==> config.mk <==
export PLATFORM = sky130hd
export DESIGN_NAME = io_port_flat
export DESIGN_NICKNAME = d
export VERILOG_FILES = /design/src/rtl/io_port_pkg.sv /design/src/rtl/io_port_if.sv /design/src/rtl/io_port_byte_fifo.sv /design/src/rtl/io_port.sv /design/src/flat_wrapper.sv
export SDC_FILE = /design/constraint.sdc
export NUM_CORES = 1
export LEC_CHECK = 0
export CAP_MARGIN = 30
export CORE_MARGIN = 5
export CORE_UTILIZATION = 25
export CTS_CLUSTER_SIZE = 12
export DETAILED_ROUTE_END_ITERATION = 10
export PLACE_DENSITY_LB_ADDON = 0.1
export SLEW_MARGIN = 40
export SYNTH_ARGS = -nofsm -noshare
export SYNTH_HDL_FRONTEND = slang
export SYNTH_SLANG_ARGS = --single-unit
==> constraint.sdc <==
create_clock -name g_clk -period 2.9 [get_ports g_clk]
set_input_delay 0.58 -clock g_clk [delete_from_list [all_inputs] [get_ports g_clk]]
set_output_delay 0.58 -clock g_clk [all_outputs]
set_load 0.01 [all_outputs]
==> src/rtl/io_port_pkg.sv <==
// Shared types and constants for the io_port processor I/O peripheral.
package io_port_pkg;

   localparam int BYTE_W = 8;

   // Processor-side 4-phase handshake phases.
   typedef enum logic {
      ST_IDLE = 1'b0,
      ST_ACK  = 1'b1
   } hs_state_t;

   // Occupancy counters must represent 0..depth inclusive.
   function automatic int count_width(input int depth);
      return $clog2(depth) + 1;
   endfunction

endpackage

==> src/rtl/io_port_if.sv <==
// Processor external-bus signals seen by the I/O port.
interface io_port_if;

   logic [io_port_pkg::BYTE_W-1:0] bus_out;  // processor OUT data
   logic                           hs_out;   // processor request strobe
   logic                           cpu_rd;   // 1 = IN, 0 = OUT while hs_out=1
   logic [io_port_pkg::BYTE_W-1:0] bus_in;   // data returned to the processor
   logic                           hs_in;    // acknowledge back to the processor

   // Processor drives the request side.
   modport master (
      output bus_out, hs_out, cpu_rd,
      input  bus_in, hs_in
   );

   // The I/O port answers the request.
   modport slave (
      input  bus_out, hs_out, cpu_rd,
      output bus_in, hs_in
   );

endinterface

==> src/rtl/io_port_byte_fifo.sv <==
// Single-clock byte FIFO with occupancy count; used for both RX and TX.
module byte_fifo
   import io_port_pkg::*;
#(
   parameter int DEPTH = 4
) (
   input  logic                          g_clk,
   input  logic                          g_clr,
   input  logic                          push,
   input  logic [BYTE_W-1:0]             data_in,
   input  logic                          pop,
   output logic [BYTE_W-1:0]             data_out,
   output logic                          full,
   output logic                          empty,
   output logic [count_width(DEPTH)-1:0] count
);

   localparam int AW = $clog2(DEPTH);
   localparam int CW = count_width(DEPTH);

   logic [BYTE_W-1:0] mem [DEPTH];
   logic [AW-1:0]     wr_ptr;
   logic [AW-1:0]     rd_ptr;
   logic              do_push;
   logic              do_pop;

   // Overflow and underflow requests are dropped rather than corrupting state.
   assign do_push  = push & ~full;
   assign do_pop   = pop & ~empty;
   assign full     = (count == CW'(DEPTH));
   assign empty    = (count == '0);
   assign data_out = empty ? '0 : mem[rd_ptr];

   // Storage write.
   // NOTE: storage is deliberately not reset; data_out is masked while empty, so stale contents never escape.
   always_ff @(posedge g_clk) begin
      if (do_push) begin
         mem[wr_ptr] <= data_in;
      end
   end

   // Pointer and occupancy update; pointers wrap naturally because DEPTH is a power of two.
   // NOTE: non-blocking assignments so every register samples pre-edge values regardless of statement order.
   always_ff @(posedge g_clk) begin
      if (g_clr) begin
         wr_ptr <= '0;
         rd_ptr <= '0;
         count  <= '0;
      end else begin
         if (do_push) wr_ptr <= wr_ptr + 1'b1;
         if (do_pop)  rd_ptr <= rd_ptr + 1'b1;
         case ({do_push, do_pop})
            2'b10:   count <= count + 1'b1;
            2'b01:   count <= count - 1'b1;
            default: ;
         endcase
      end
   end

endmodule

==> src/rtl/io_port.sv <==
// Handshaking I/O port: processor OUT bytes go to a TX FIFO for the host,
// host bytes arrive through an RX FIFO and are returned on processor IN cycles.
module io_port
   import io_port_pkg::*;
#(
   parameter int DEPTH  = 4,
   parameter int INT_EN = 1
) (
   input  logic                          g_clk,
   input  logic                          g_clr,
   io_port_if.slave                      cpu,
   output logic                          ext_int,
   input  logic [BYTE_W-1:0]             host_rx_data,
   input  logic                          host_rx_valid,
   output logic                          host_rx_ready,
   output logic [BYTE_W-1:0]             host_tx_data,
   output logic                          host_tx_valid,
   input  logic                          host_tx_ready,
   output logic [count_width(DEPTH)-1:0] rx_count,
   output logic [count_width(DEPTH)-1:0] tx_count
);

   hs_state_t         state_q, state_d;
   logic              hs_in_q, hs_in_d;
   logic [BYTE_W-1:0] bus_in_q, bus_in_d;
   logic              ext_int_q;

   logic              rx_push, rx_pop, rx_full, rx_empty;
   logic [BYTE_W-1:0] rx_head;
   logic              tx_push, tx_pop, tx_full, tx_empty;

   assign host_rx_ready = ~rx_full;
   assign rx_push       = host_rx_valid & host_rx_ready;
   assign host_tx_valid = ~tx_empty;
   assign tx_pop        = host_tx_valid & host_tx_ready;

   byte_fifo #(.DEPTH(DEPTH)) u_rx_fifo (
      .g_clk    (g_clk),
      .g_clr    (g_clr),
      .push     (rx_push),
      .data_in  (host_rx_data),
      .pop      (rx_pop),
      .data_out (rx_head),
      .full     (rx_full),
      .empty    (rx_empty),
      .count    (rx_count)
   );

   byte_fifo #(.DEPTH(DEPTH)) u_tx_fifo (
      .g_clk    (g_clk),
      .g_clr    (g_clr),
      .push     (tx_push),
      .data_in  (cpu.bus_out),
      .pop      (tx_pop),
      .data_out (host_tx_data),
      .full     (tx_full),
      .empty    (tx_empty),
      .count    (tx_count)
   );

   // Handshake next-state logic: one transfer on entry to ACK, release when hs_out drops.
   // NOTE: every output of this block gets a default first, so no path can leave one unassigned and infer a latch.
   always_comb begin
      state_d  = state_q;
      hs_in_d  = hs_in_q;
      bus_in_d = bus_in_q;
      tx_push  = 1'b0;
      rx_pop   = 1'b0;
      unique case (state_q)
         ST_IDLE: begin
            if (cpu.hs_out) begin
               if (!cpu.cpu_rd && !tx_full) begin
                  tx_push = 1'b1;
                  hs_in_d = 1'b1;
                  state_d = ST_ACK;
               end else if (cpu.cpu_rd && !rx_empty) begin
                  rx_pop   = 1'b1;
                  bus_in_d = rx_head;
                  hs_in_d  = 1'b1;
                  state_d  = ST_ACK;
               end
            end
         end
         ST_ACK: begin
            // Direction and data are ignored here; only the strobe release matters.
            if (!cpu.hs_out) begin
               hs_in_d = 1'b0;
               state_d = ST_IDLE;
            end
         end
         default: begin
            state_d = ST_IDLE;
            hs_in_d = 1'b0;
         end
      endcase
   end

   // Handshake state and registered processor-facing outputs.
   always_ff @(posedge g_clk) begin
      if (g_clr) begin
         state_q  <= ST_IDLE;
         hs_in_q  <= 1'b0;
         bus_in_q <= '0;
      end else begin
         state_q  <= state_d;
         hs_in_q  <= hs_in_d;
         bus_in_q <= bus_in_d;
      end
   end

   // Interrupt request registered from RX occupancy, so it trails the FIFO by one cycle.
   always_ff @(posedge g_clk) begin
      if (g_clr) begin
         ext_int_q <= 1'b0;
      end else begin
         ext_int_q <= (INT_EN != 0) && (rx_count != '0);
      end
   end

   assign cpu.hs_in  = hs_in_q;
   assign cpu.bus_in = bus_in_q;
   assign ext_int    = ext_int_q;

endmodule

==> src/flat_wrapper.sv <==
// flat-port wrapper written by rule: the top's interface ports become plain ports
module io_port_flat import io_port_pkg::*;
#(
   parameter int DEPTH  = 4,
   parameter int INT_EN = 1
)
  (g_clk, g_clr, ext_int, host_rx_data, host_rx_valid, host_rx_ready, host_tx_data, host_tx_valid, host_tx_ready, rx_count, tx_count, cpu_bus_out, cpu_hs_out, cpu_cpu_rd, cpu_bus_in, cpu_hs_in);
  io_port_if cpu_i ();
  input  logic g_clk;
  input  logic g_clr;
  output logic ext_int;
  input  logic [BYTE_W-1:0] host_rx_data;
  input  logic host_rx_valid;
  output logic host_rx_ready;
  output logic [BYTE_W-1:0] host_tx_data;
  output logic host_tx_valid;
  input  logic host_tx_ready;
  output logic [count_width(DEPTH)-1:0] rx_count;
  output logic [count_width(DEPTH)-1:0] tx_count;
  input wire logic [$bits(cpu_i.bus_out)-1:0] cpu_bus_out;
  input wire logic [$bits(cpu_i.hs_out)-1:0] cpu_hs_out;
  input wire logic [$bits(cpu_i.cpu_rd)-1:0] cpu_cpu_rd;
  output wire logic [$bits(cpu_i.bus_in)-1:0] cpu_bus_in;
  output wire logic [$bits(cpu_i.hs_in)-1:0] cpu_hs_in;
  assign cpu_i.bus_out = cpu_bus_out;
  assign cpu_i.hs_out = cpu_hs_out;
  assign cpu_i.cpu_rd = cpu_cpu_rd;
  assign cpu_bus_in = cpu_i.bus_in;
  assign cpu_hs_in = cpu_i.hs_in;
  io_port #(.DEPTH(DEPTH), .INT_EN(INT_EN)) u_core (.g_clk(g_clk), .g_clr(g_clr), .cpu(cpu_i), .ext_int(ext_int), .host_rx_data(host_rx_data), .host_rx_valid(host_rx_valid), .host_rx_ready(host_rx_ready), .host_tx_data(host_tx_data), .host_tx_valid(host_tx_valid), .host_tx_ready(host_tx_ready), .rx_count(rx_count), .tx_count(tx_count));
endmodule
==> summary.md, run 1 <==
| Metric | Value |
|---|---|
| I/O pins | `48` |
| Die X | `132 um` |
| Worst hold path depth | `2` |
| R2r endpoint | `u_core.u_tx_fifo.count[2]` |
| CP max FO | `8` |
| DRC | `0` |
| Hold Violations, Final | `0` |
| Slew Limit Fails | `0` |
| Hold Crit Endpoint | `u_core.cpu.bus_in[7]` |
| Detailed Route Iter0 Violations | `115` |
| CTS H-tree depth | `3` |
| Clock transition at path regs | `70 ps` |
| TritonCTS buffer count | `9` |
| Worst-Skew Late Latency | `340 ps` |
| PortBufs | `47` |
| Post-synth EDFFs | `64` |
| Syn. warnings | `0` |
| Die Y | `132 um` |
| Vias in the first global route | `2325` |
| CP max stage delay | `510 ps` |
| Yosys cell types | `35` |
| LEAKAGE | `1.59 nW` |
| Hold Path Class | `flip-flop to flip-flop` |
| Least-Margin Pin Slew | `685 ps` |
| R2R cell count | `8` |
| Post-CTS Setup Bufs | `0` |
| Period utilization | `88.9%` |
| Routed len/inst | `16.2 um` |
| Register-to-Register Setup Slack | `440 ps` |
| GRT Util Overall | `9.76%` |
| Placed Area | `0.00441 mm2` |
| DRT Pass-1 Iters | `4` |
| Avg Cell Area, Syn | `15.0 um2` |
| Max Cap Viol | `0` |
| Hold_sp | `u_core.cpu.bus_in[7]` |
| First-pass GRT wire length | `13000 um` |
| Relative slew slack | `54.2%` |
| Status | `completed` |
| Total gr overflow | `0` |
| Layout area overhead | `26.6%` |
| CP max-delay cell | `mux4_2` |
| Crit end category | `primary output` |
| RD Place Congestion | `0.681` |
| Via Count | `2122` |
| WS Path Type | `flip-flop to primary output` |
| Synth Cell Area | `0.00371 mm2` |
| Fin area | `0.00470 mm2` |
| Row count | `44` |
| Core footprint | `0.0145 mm2` |
| CP startpoint kind | `flip-flop` |
| CTS max path bufs | `2` |
| Post-synthesis sequential area ratio | `66.3%` |
| Die ar. | `0.0174 mm2` |
| CTS root buf | `clkbuf_16` |
| Final ANT Viol Nets | `0` |
| CTS tree | `done` |
| Initial core utilization | `25.6%` |
| RSZ-0062 raised after global routing | `false` |
| Worst path required time | `2320 ps` |
| Antenna violations before repair | `0` |
| # diodes | `0` |
| CTS Hold Bufs | `0` |
| Clock skew | `6.15 ps` |
| Final nets | `336` |
| Clock sinks | `91` |
| Min Tclk post-route | `2580 ps` |
| Most frequent cells in the layout | `edfxtp_1 (64), clkdlybuf4s50_1 (47), dfxtp_1 (26), a21oi_1 (17), mux4_2 (16)` |
| Fraction of layout cells with a size suffix above 1 | `14.7%` |
| Data arrival, critical path | `2000 ps` |
| Post-Syn Nets | `282` |
| Ys async rst share | `0%` |
| Pwr per Cell Area | `762 mW/mm2` |
| Post-synthesis cell count | `248` |
| Total Neg Setup Slack | `0 ps` |
| Total Wirelength | `7930 um` |
| Detailed placement HPWL | `5260 um` |
| Vias/cell | `4.32` |
| Main synth FF type | `edfxtp_1` |
| Final setup violation count | `0` |
| R2R Path Start | `u_core.u_tx_fifo.count[2]` |
| Largest net degree at the start of global routing | `17` |
| Fmax | `0.388 GHz` |
| Resized Gates After CTS | `0` |
| Commonest non-fill, non-tap cell in the layout | `edfxtp_1` |
| Critical path cell sequence | `buf_4, mux4_2, nor2b_1, clkdlybuf4s50_1` |
| VDD IR max | `337 uV` |
| Seq cells post-synth | `91` |
-- sequential cells by signal, indices dropped and copies added, names as in the netlist, named ones only --
name,flops
u_core.ext_int,1
u_core.u_rx_fifo.rd_ptr,2
u_core.u_rx_fifo.wr_ptr,2
u_core.u_tx_fifo.rd_ptr,2
u_core.u_rx_fifo.count,3
u_core.u_tx_fifo.count,3
u_core.u_rx_fifo.mem,32
u_core.u_tx_fifo.mem,32
u_core.cpu.bus_in,8
u_core.u_tx_fifo.wr_ptr,2
u_core.cpu.hs_in,1
u_core.state_q,1
-- critical path, delay by kind of cell, from the launching register on --
kind	cells	cell delay [ps]
simple gates	1	160
mux	1	510
buf+inv	2	690
flops	1	310
-- cell families (layout without fill, tap and decap cells) --
| kind of cell | after synthesis | after routing | synth area share (%) |
|---|---|---|---|
| adders and majority gates | 12 | 12 | 4.45 |
| AOI/OAI and AO/OA | 39 | 39 | 6.00 |
| xor gates and xnor gates | 6 | 6 | 1.41 |
| and+or+nand+nor | 56 | 56 | 8.59 |
| buffers and inverters | 28 | 87 | 3.57 |
| muxes | 16 | 16 | 9.70 |
| DFF | 91 | 91 | 66.3 |
-- power breakdown --
group | switching (mW) | internal [mW]
sequential | 0.0771 | 1.49
combinational | 0.399 | 0.444
clock | 0.502 | 0.670
-- layer usage --
layer  vias up  wire length (um)  GRT usage, %
met3        12               280          2.52
met5         -                 0             0
met2        45              3790          15.6
li1       1034                 -             -
met4         0               172          4.97
met1      1031              3690          12.2
-- area by class of cell --
| cell class | instances | area, um2 |
|---|---|---|
| Clock buffer | 10 | 229 |
| Clock inverter | 6 | 65.1 |
| Fill cell | 1470 | 9830 |
| Inverter | 15 | 56.3 |
| Multi-Input combinational cell | 129 | 1120 |
| Sequential cell | 91 | 2460 |
| Tap cell | 184 | 230 |
| Timing Repair Buffer | 56 | 538 |
-- cell usage after synthesis (2+ instances only) --
cell type	instances	area share, %
nor2_1	11	1.1
nor3_1	2	0.27
xor2_1	6	1.4
a21oi_1	17	2.3
buf_2	3	0.40
dfxtp_1	27	15
and2b_1	2	0.40
nand3_1	12	1.6
o21ai_0	14	1.9
clkbuf_1	4	0.40
inv_1	15	1.5
nand2_1	3	0.30
fa_1	2	1.1
or3b_2	2	0.47
and3_1	8	1.3
a21o_1	2	0.40
buf_6	3	0.91
mux4_2	16	9.7
nor2b_1	6	1.0
a31oi_1	2	0.34
edfxtp_1	64	52
buf_1	2	0.20
or3_1	4	0.67
ha_1	10	3.4
-- how the worst max path moves through the flow --
| stage | startpoint | endpoint | slack [ps] | cells after the start |
|---|---|---|---|---|
| after floorplan | u_core.u_tx_fifo.count[2] | u_core.u_tx_fifo.count[2] | 560 | 9 |
| after global routing | flip-flop | host_tx_data[4] | 220 | 4 |
| final | flip-flop | host_tx_data[4] | 320 | 4 |
| after detailed placement | cpu_hs_out | u_core.u_rx_fifo.count[2] | 80 | 10 |
| after CTS | flip-flop | host_tx_data[4] | 280 | 4 |
| after global placement | cpu_hs_out | u_core.u_rx_fifo.count[2] | 130 | 10 |
-- per-stage QoR --
stage | cells | utilization (%) | power [mW] | hold slack (ps) | setup slack [ps]
global route | 491 | 32.4 | 3.79 | 520 | 218
floorplan | 248 | - | 2.07 | 484 | 559
CTS | 491 | 32.3 | 3.66 | 496 | 282
finish | 491 | 32.4 | 3.58 | 494 | 323
global placement | 475 | 30.3 | 2.47 | 478 | 133
detailed placement | 475 | 30.3 | 2.47 | 479 | 82.5
No activity file was read; power rests on OpenSTA's default activity.
==> run 2, diff against run 1 <==
--- a/config.mk
+++ b/config.mk
@@ -7,7 +7,7 @@
 export LEC_CHECK = 0
 export CAP_MARGIN = 30
 export CORE_MARGIN = 5
-export CORE_UTILIZATION = 25
+export CORE_UTILIZATION = 35
 export CTS_CLUSTER_SIZE = 12
 export DETAILED_ROUTE_END_ITERATION = 10
 export PLACE_DENSITY_LB_ADDON = 0.1
==> run 2 against run 1 <==
Die area decreased by 27%. Hold slack worse by 9.0 ps. Cell count decreased by 10%. Sequential share of layout area is 1.5 points higher. Largest cell class unchanged. Power is 7.0% lower. First-iteration DRC count shrank 37%. Routed wire length down 11%. Largest power group unchanged. Clock power is 19% lower.
==> summary.md, run 2 (synthesized netlist as in run 1, its figures left out) <==
| Metric | Value |
|---|---|
| Vias in the first global route | `2120 (-8.8%)` |
| Clock transition at path regs | `90 ps (+20 ps)` |
| GRT Util Overall | `11.4% (+1.6 points)` |
| Fmax | `0.383 GHz (-1.3%)` |
| Worst path top cell family by delay | `buffers and inverters` |
| Seq pwr share | `47.0% (+3.2 points)` |
| Die Y | `113 um (-14%)` |
| Final Hold Slack | `485 ps (-8.99 ps)` |
| LEAKAGE | `1.55 nW (-2.4%)` |
| CP max stage delay | `520 ps (about the same)` |
| CTS H-tree depth | `3 (unchanged)` |
| Fraction of layout cells with a size suffix above 1 | `15.0% (+0.37 points)` |
| Initial core utilization | `36.0% (+10 points)` |
| Final ANT Viol Nets | `0 (unchanged)` |
| Clock sinks | `91 (unchanged)` |
| CP max FO | `8 (unchanged)` |
| Hold Violations, Final | `0 (unchanged)` |
| RD Place Congestion | `0.732 (+7.5%)` |
| CP max-delay cell | `mux4_2` |
| PortBufs | `47 (unchanged)` |
| CTS Hold Bufs | `0 (unchanged)` |
| Antenna violations before repair | `0 (unchanged)` |
| Via Count | `2145 (+1.1%)` |
| Worst path required time | `2320 ps (about the same)` |
| VDD IR max | `327 uV (-2.9%)` |
| R2R Path Start | `u_core.u_tx_fifo.count[0]` |
| Commonest non-fill, non-tap cell in the layout | `edfxtp_1` |
| Die X | `113 um (-14%)` |
| Period utilization | `90.0% (+1.2 points)` |
| CTS tree | `done` |
| # diodes | `0 (unchanged)` |
| R2R cell count | `9 (+1)` |
| CP startpoint kind | `flip-flop` |
| First-pass GRT wire length | `11400 um (-13%)` |
| Crit end category | `primary output` |
| Switching share of power | `27.5% (+0.23 points)` |
| Cell Int Power | `2.42 mW (-7.3%)` |
| Data arrival, critical path | `2030 ps (+30 ps)` |
| Clock power share | `28.5% (-4.2 points)` |
| Slew Limit Fails | `0 (unchanged)` |
| R2r endpoint | `u_core.u_tx_fifo.count[2]` |
| Comb pwr share | `24.5% (+1.0 points)` |
| Min Tclk post-route | `2610 ps (+33.6 ps)` |
| Die ar. | `0.0128 mm2 (-27%)` |
| Largest net degree at the start of global routing | `18 (+1)` |
| Routed len/inst | `16.0 um (-1.1%)` |
| Resized Gates After CTS | `0 (unchanged)` |
| TritonCTS buffer count | `9 (unchanged)` |
| WP depth | `4 (unchanged)` |
| Critical path cell sequence | `buf_4, mux4_2, nor2b_1, clkdlybuf4s50_1` |
| Post-CTS Setup Bufs | `0 (unchanged)` |
| Worst-Skew Late Latency | `350 ps (about the same)` |
| Register-to-Register Setup Slack | `440 ps (about the same)` |
| Max Cap Viol | `0 (unchanged)` |
| Final nets | `335 (-0.30%)` |
| CTS root buf | `clkbuf_8` |
| Hold Path Class | `flip-flop to flip-flop` |
| Row count | `37 (-16%)` |
| Layout area overhead | `22.9%` |
| Clock skew | `9.55 ps (+3.39 ps)` |
| CTS max path bufs | `2 (unchanged)` |
| CP endpoint | `host_tx_data[4]` |
| Detailed placement HPWL | `4850 um (-7.9%)` |
| Status | `completed` |
| Pwr per Cell Area | `730 mW/mm2 (-4.2%)` |
| Sw power | `0.917 mW (-6.2%)` |
| RSZ-0062 raised after global routing | `false` |
| Core footprint | `0.0103 mm2 (-29%)` |
| Final setup violation count | `0 (unchanged)` |
| Vias/cell | `4.85 (+12%)` |
| Total Neg Setup Slack | `0 ps (unchanged)` |
| WS Path Type | `flip-flop to primary output` |
| Most frequent cells in the layout | `edfxtp_1 (64), clkdlybuf4s50_1 (47), dfxtp_1 (27), a21oi_1 (17), mux4_2 (16)` |
| I/O pins | `48 (unchanged)` |
| Total gr overflow | `0 (unchanged)` |
| Relative slew slack | `49.8% (-4.4 points)` |
| CP bufs+invs | `2 (unchanged)` |
| Least-Margin Pin Slew | `751 ps (+66.5 ps)` |
| Total Wirelength | `7060 um (-11%)` |
| Power, Total | `3.33 mW (-7.0%)` |
| DRC | `0 (unchanged)` |
| DRT Pass-1 Iters | `4 (unchanged)` |
| Detailed Route Iter0 Violations | `73 (-37%)` |
## run 2: cell types whose count changed in the layout (fill, tap and decap cells not counted), sizes merged
cell,previous run,this run
bufinv,1,2
clkbuf,10,9
clkinvlp,0,1
clkinv,4,2
buf,9,8
inv,16,17
## run 2: final cells by class
type / instances / area [um2]
Clock buffer: 9 / 124
Clock inverter: 7 / 98.8
Fill cell: 953 / 5760
Inverter: 15 / 56.3
Multi-Input combinational cell: 129 / 1120
Sequential cell: 91 / 2460
Tap cell: 136 / 170
Timing Repair Buffer: 55 / 531
## run 2: layer usage
| layer | global-route usage (%) | share of wire (%) |
|---|---|---|
| met1 | 13.9 | 44 |
| met2 | 19.8 | 51 |
| met3 | 3.37 | 4.0 |
| met4 | 2.88 | 0.78 |
| met5 | 0 | 0 |
## run 2: through the flow
| stage | utilization, % | setup slack, ps | area [um2] | instances |
|---|---|---|---|---|
| 6_report | 44.2 | 289 | 4570 | 442 |
| 5_1_grt | 44.2 | 145 | 4570 | 442 |
| 4_1_cts | 44.2 | 226 | 4570 | 442 |
| 3_5_place_dp | 42.1 | 68.7 | 4340 | 426 |
| 3_3_place_gp | 42.0 | 147 | 4340 | 426 |
| 2_1_floorplan | - | 559 | 3710 | 248 |
## run 2: how the worst min path moves through the flow
stage | end | start | slack (ps) | cells after the start
6_report | u_core.cpu.bus_in[1] | u_core.cpu.bus_in[1] | 480 | 2
2_1_floorplan | u_core.u_tx_fifo.wr_ptr[0] | u_core.u_tx_fifo.wr_ptr[0] | 480 | 2
5_1_grt | u_core.cpu.bus_in[0] | u_core.cpu.bus_in[0] | 520 | 2
3_3_place_gp | u_core.cpu.bus_in[1] | u_core.cpu.bus_in[1] | 470 | 2
3_5_place_dp | u_core.cpu.bus_in[1] | u_core.cpu.bus_in[1] | 470 | 2
4_1_cts | u_core.cpu.bus_in[1] | u_core.cpu.bus_in[1] | 490 | 2
## run 2: tightest hold or removal path, stage by stage (launching register included)
cell,delay [ps]
dfxtp_1,320
o21ai_0,70
a21oi_1,60
## run 2: power groups by stage
stage / clock (mW) / combinational [mW] / sequential (mW)
after floorplan: 0 / 0.482 / 1.59
after global placement: 0 / 0.827 / 1.59
after detailed placement: 0 / 0.834 / 1.60
after CTS: 0.985 / 0.837 / 1.57
after global routing: 1.04 / 0.897 / 1.58
final: 0.949 / 0.817 / 1.57
==> run 3, diff against run 2 <==
--- a/config.mk
+++ b/config.mk
@@ -11,6 +11,7 @@
 export CTS_CLUSTER_SIZE = 12
 export DETAILED_ROUTE_END_ITERATION = 10
 export PLACE_DENSITY_LB_ADDON = 0.1
+export SKIP_CTS_REPAIR_TIMING = 1
 export SLEW_MARGIN = 40
 export SYNTH_ARGS = -nofsm -noshare
 export SYNTH_HDL_FRONTEND = slang
==> results of run 3 <==
Same layout as run 2: the final DEF is identical, and so are final timing and power.
==> edit 1, RTL diff (settings of run 3) <==
One comparison of `count` changes from == to >=.
--- a/src/rtl/io_port_byte_fifo.sv
+++ b/src/rtl/io_port_byte_fifo.sv
@@ -29,3 +29,3 @@
    assign do_pop   = pop & ~empty;
-   assign full     = (count == CW'(DEPTH));
+   assign full     = (count >= CW'(DEPTH));
    assign empty    = (count == '0);
Check against the original RTL: same outputs for any inputs over 4 cycles, from zero or initial values; that may be too few to reach the edited logic, so the function may still have changed.
==> edit 1 against run 3 <==
Clock power shrank 21%. Largest cell class unchanged. Critical path type unchanged. Area after synthesis is 0.98% lower. Worst setup slack got worse by 0.0075 ns. Wire length decreased by 2.7%. Sequential cell count is the same. Power decreased by 2.5%. Highest routed layer unchanged. Clock skew up 0.0011 ns. Hold slack worse by 0.0051 ns. Final area decreased by 1.4%.
==> edit 1: results (changes against run 3) <==
Worst setup path
  – Reg2reg setup slack: 0.85 ns (was 0.44 ns)
  – Crit path to: host_tx_data[0] (was host_tx_data[4])
  – FF-to-FF End: u_core.u_rx_fifo.count[2] (was u_core.u_tx_fifo.count[2])
  – Worst R2R Start: u_core.state_q (was u_core.u_tx_fifo.count[0])

Layout
  – Non-Filler Instances: 440 (was 442)
  – Share of post-route cells with drive strength above 1: 13.8% (was 15.0%)
  – Number of nets in the layout: 333 (was 335)

Yosys
  – Distinct cells, synth: 34 (was 35)
  – Post-Synthesis Cells: 242 (was 248)
  – Adder-Cell Fraction of Synth Area: 4.49% (was 4.45%)
  – Most area-consuming cells after synthesis: edfxtp_1 52%, dfxtp_1 15%, mux4_2 8.6% (was edfxtp_1 52%, dfxtp_1 15%, mux4_2 9.7%)
  – Mux contribution to synthesized area: 10.3% (was 9.70%)
  – XOR/XNOR Fraction of Synth Area: 1.67% (was 1.41%)
  – Sequential share of the synthesized area: 66.9% (was 66.3%)
  – Syn Nets: 276 (was 282)

Placement
  – DP Cell Count: 424 (was 426)
  – GPL Wtd Cong: 0.686 (was 0.732)
  – Placed cell area: 4340 um2 (about the same)
  – Post-Place Setup Slack: 0.175 ns (was 0.0687 ns)
  – DP HPWL: 4710 um (was 4850 um)

Route
  – Initial DRC count: 79 (was 73)
  – Metal-1 WL: 2980 um (was 3090 um)
  – Via density: 4.59 (was 4.85)
  – Routed wl met3: 216 um (was 284 um)
  – WL/cell: 15.6 um (was 16.0 um)
  – Met2 WL: 3530 um (was 3630 um)

Global route
  – Global-route wire length before repair: 11300 um (was 11400 um)
  – GR met3 Demand/Resource: 2.59% (was 3.37%)
  – Met2 Track Usage GR: 19.9% (was 19.8%)
  – Initial antenna violation count: 0 (unchanged)
  – GRT met1 Usage: 13.8% (was 13.9%)

Status
  – Status: finished, final reports clean (unchanged)

Timing
  – Slew margin rel.: 54.4% (was 49.8%)
  – Worst Skew: 0.0106 ns (was 0.00955 ns)

Power
  – P_int: 2.31 mW (was 2.42 mW)
  – Clk. pwr: 0.754 mW (was 0.949 mW)
  – Leakage power: 1.51 nW (was 1.55 nW)
  – Switching Fraction: 29.0% (was 27.5%)
  – Comb power frac: 27.7% (was 24.5%)
  – Maximum vdd drop: 0.442 mV (was 0.327 mV)
## edit 1: how the worst min path moves through the flow
stage,slack (ns),cells past startpoint,to
2_1_floorplan,0.47,2,u_core.u_tx_fifo.wr_ptr[0]
3_3_place_gp,0.47,2,u_core.cpu.bus_in[1]
3_5_place_dp,0.47,2,u_core.cpu.bus_in[1]
4_1_cts,0.48,2,u_core.cpu.bus_in[1]
5_1_grt,0.51,2,u_core.cpu.bus_in[4]
6_report,0.48,2,u_core.cpu.bus_in[1]
## edit 1: layout make-up
| cell class | count | area [um2] |
|---|---|---|
| fill | 965 | 5770 |
| sequential | 91 | 2460 |
| multi-input combinational | 122 | 1090 |
| timing repair buffer | 57 | 546 |
| tap | 136 | 170 |
| clock buffer | 10 | 128 |
| inverter | 18 | 67.6 |
| clock inverter | 6 | 38.8 |
==> edit 2, RTL diff (flow settings as in run 3) <==
Without the edit above. `DEPTH` is set to 4 in 3 places; all go to 8.
--- a/src/rtl/io_port_byte_fifo.sv
+++ b/src/rtl/io_port_byte_fifo.sv
@@ -4,3 +4,3 @@
 #(
-   parameter int DEPTH = 4
+   parameter int DEPTH = 8
 ) (
--- a/src/rtl/io_port.sv
+++ b/src/rtl/io_port.sv
@@ -5,3 +5,3 @@
 #(
-   parameter int DEPTH  = 4,
+   parameter int DEPTH  = 8,
    parameter int INT_EN = 1
--- a/src/flat_wrapper.sv
+++ b/src/flat_wrapper.sv
@@ -3,3 +3,3 @@
 #(
-   parameter int DEPTH  = 4,
+   parameter int DEPTH  = 8,
    parameter int INT_EN = 1
Ports: changed (resized rx_count and tx_count); port bits go from 48 to 50. The function was not compared with the original's and may differ.
==> edit 2 against run 3 <==
Worst setup slack got worse by 0.17 ns. Hold slack gained 0.0062 ns. Count of clock-buffer cells in the layout up 11. Sequential cell count grew 71. Synthesized cell count rose by 53%. Area after synthesis increased by 71%. Core utilization about the same. Global-route usage increased by 1.9 points. Fmax is 6.1% lower. Final cell count increased by 59%. Via count up 62%. Wire length is 86% higher. Power is 90% higher. Final area grew 74%. Critical path type unchanged. Largest cell class unchanged.
==> edit 2: results (changes against run 3) <==
Status
  – Status: finished, final reports clean (unchanged)

Clock tree
  – Skew-Pair Late Insertion Delay: 0.42 ns (was 0.35 ns)
  – Depth of the CTS H-tree: 4 (was 3)
  – CTS root buf: clkbuf_16 (was clkbuf_8)
  – CTS Buf Count: 17 (was 9)
  – Reg clk slew, reported paths: 0.06 ns (was 0.09 ns)

Power
  – Switching pwr: 1.63 mW (was 0.917 mW)
  – Maximum vdd drop: 0.420 mV (was 0.327 mV)
  – Leakage power: 2.64 nW (was 1.55 nW)

Global route
  – GRT met1 Usage: 15.6% (was 13.9%)
  – Met2 Track Usage GR: 23.5% (was 19.8%)
  – Largest net degree at the start of global routing: 19 (was 18)
  – Global-route wire length before repair: 20400 um (was 11400 um)
  – Number of global-route vias before repair: 3650 (was 2120)
  – Initial antenna violation count: 0 (unchanged)
  – GR Util All Layers: 13.3% (was 11.4%)

Worst setup path
  – CP Data Arrival Time: 2.20 ns (was 2.03 ns)

Route
  – Routed wl met3: 423 um (was 284 um)
  – Metal-1 WL: 5540 um (was 3090 um)
  – Routed Wire Length: 13200 um (was 7060 um)
  – Met2 WL: 7070 um (was 3630 um)

Layout
  – Non-Filler Instances: 704 (was 442)
  – Share of post-route cells with drive strength above 1: 21.3% (was 15.0%)
  – Number of nets in the layout: 495 (was 335)
  – Layout fillers: 1587 (was 953)
  – Final Instance Area: 7940 um2 (was 4570 um2)

Yosys
  – Ys flop type: edfxtp_1 (unchanged)
  – Most area-consuming cells after synthesis: edfxtp_1 60%, mux4_2 11%, dfxtp_1 11% (was edfxtp_1 52%, dfxtp_1 15%, mux4_2 9.7%)
  – Syn Nets: 412 (was 282)
  – Mean post-synth cell area: 16.8 um2 (was 15.0 um2)
  – Post-synth EDFFs: 128 (was 64)
  – Adder-Cell Fraction of Synth Area: 2.28% (was 4.45%)
  – Mux contribution to synthesized area: 13.2% (was 9.70%)
  – XOR/XNOR Fraction of Synth Area: 1.65% (was 1.41%)
  – Sequential share of the synthesized area: 71.1% (was 66.3%)
  – Distinct cells, synth: 38 (was 35)

Placement
  – DP HPWL: 8380 um (was 4850 um)
  – DP Cell Count: 671 (was 426)
  – Number of port buffers: 49 (was 47)
  – Placed cell area: 7310 um2 (was 4340 um2)

Timing
  – Slew margin rel.: 53.9% (was 49.8%)
  – Worst Skew: 0.0135 ns (was 0.00955 ns)
edit 2: cell types whose count changed after synthesis, moves of 5 or more:
| cell | delta |
|---|---|
| o21ai_0 | -10 |
| mux2i_1 | +11 |
| inv_1 | -7 |
| nand2_1 | +6 |
| o22ai_1 | +9 |
| nand2b_1 | +5 |
| dfxtp_1 | +7 |
| mux4_2 | +16 |
| nor2_1 | +30 |
| and3_1 | -7 |
| nor3_1 | +14 |
| a21oi_1 | -7 |
| edfxtp_1 | +64 |
edit 2: worst paths after layout:
path | slack [ns] | start | depth (start not counted) | endpoint
hold reg to reg | 0.49 | u_core.cpu.bus_in[1] | 2 | u_core.cpu.bus_in[1]
setup reg to reg | 0.19 | u_core.u_rx_fifo.count[0] | 8 | u_core.u_rx_fifo.count[3]
setup / recovery | 0.12 | flip-flop | 5 | host_tx_data[4]
hold / removal | 0.49 | u_core.cpu.bus_in[1] | 2 | u_core.cpu.bus_in[1]
edit 2: cell type report:
| type | instances | share of cell area, % |
|---|---|---|
| Clock inverter | 12 | 1.80 |
| Clock buffer | 20 | 5.75 |
| Sequential cell | 162 | 57.0 |
| Inverter | 9 | 0.425 |
| Multi-Input combinational cell | 190 | 21.8 |
| Tap cell | 229 | 3.61 |
| Timing Repair Buffer | 82 | 9.67 |
edit 2: power groups by stage:
stage	logic [mW]	registers, mW	clock network (mW)
6_report	1.34	2.74	2.24
5_1_grt	1.46	2.76	2.41
4_1_cts	1.34	2.73	2.31
3_5_place_dp	1.33	2.78	0
3_3_place_gp	1.33	2.78	0
2_1_floorplan	0.743	2.76	0
edit 2: worst max-delay path: stages (launching register included):
cell	delay, ns
dfxtp_2	0.39
buf_12	0.16
mux4_2	0.51
mux2i_1	0.19
nor2_1	0.07
clkdlybuf4s50_1	0.48
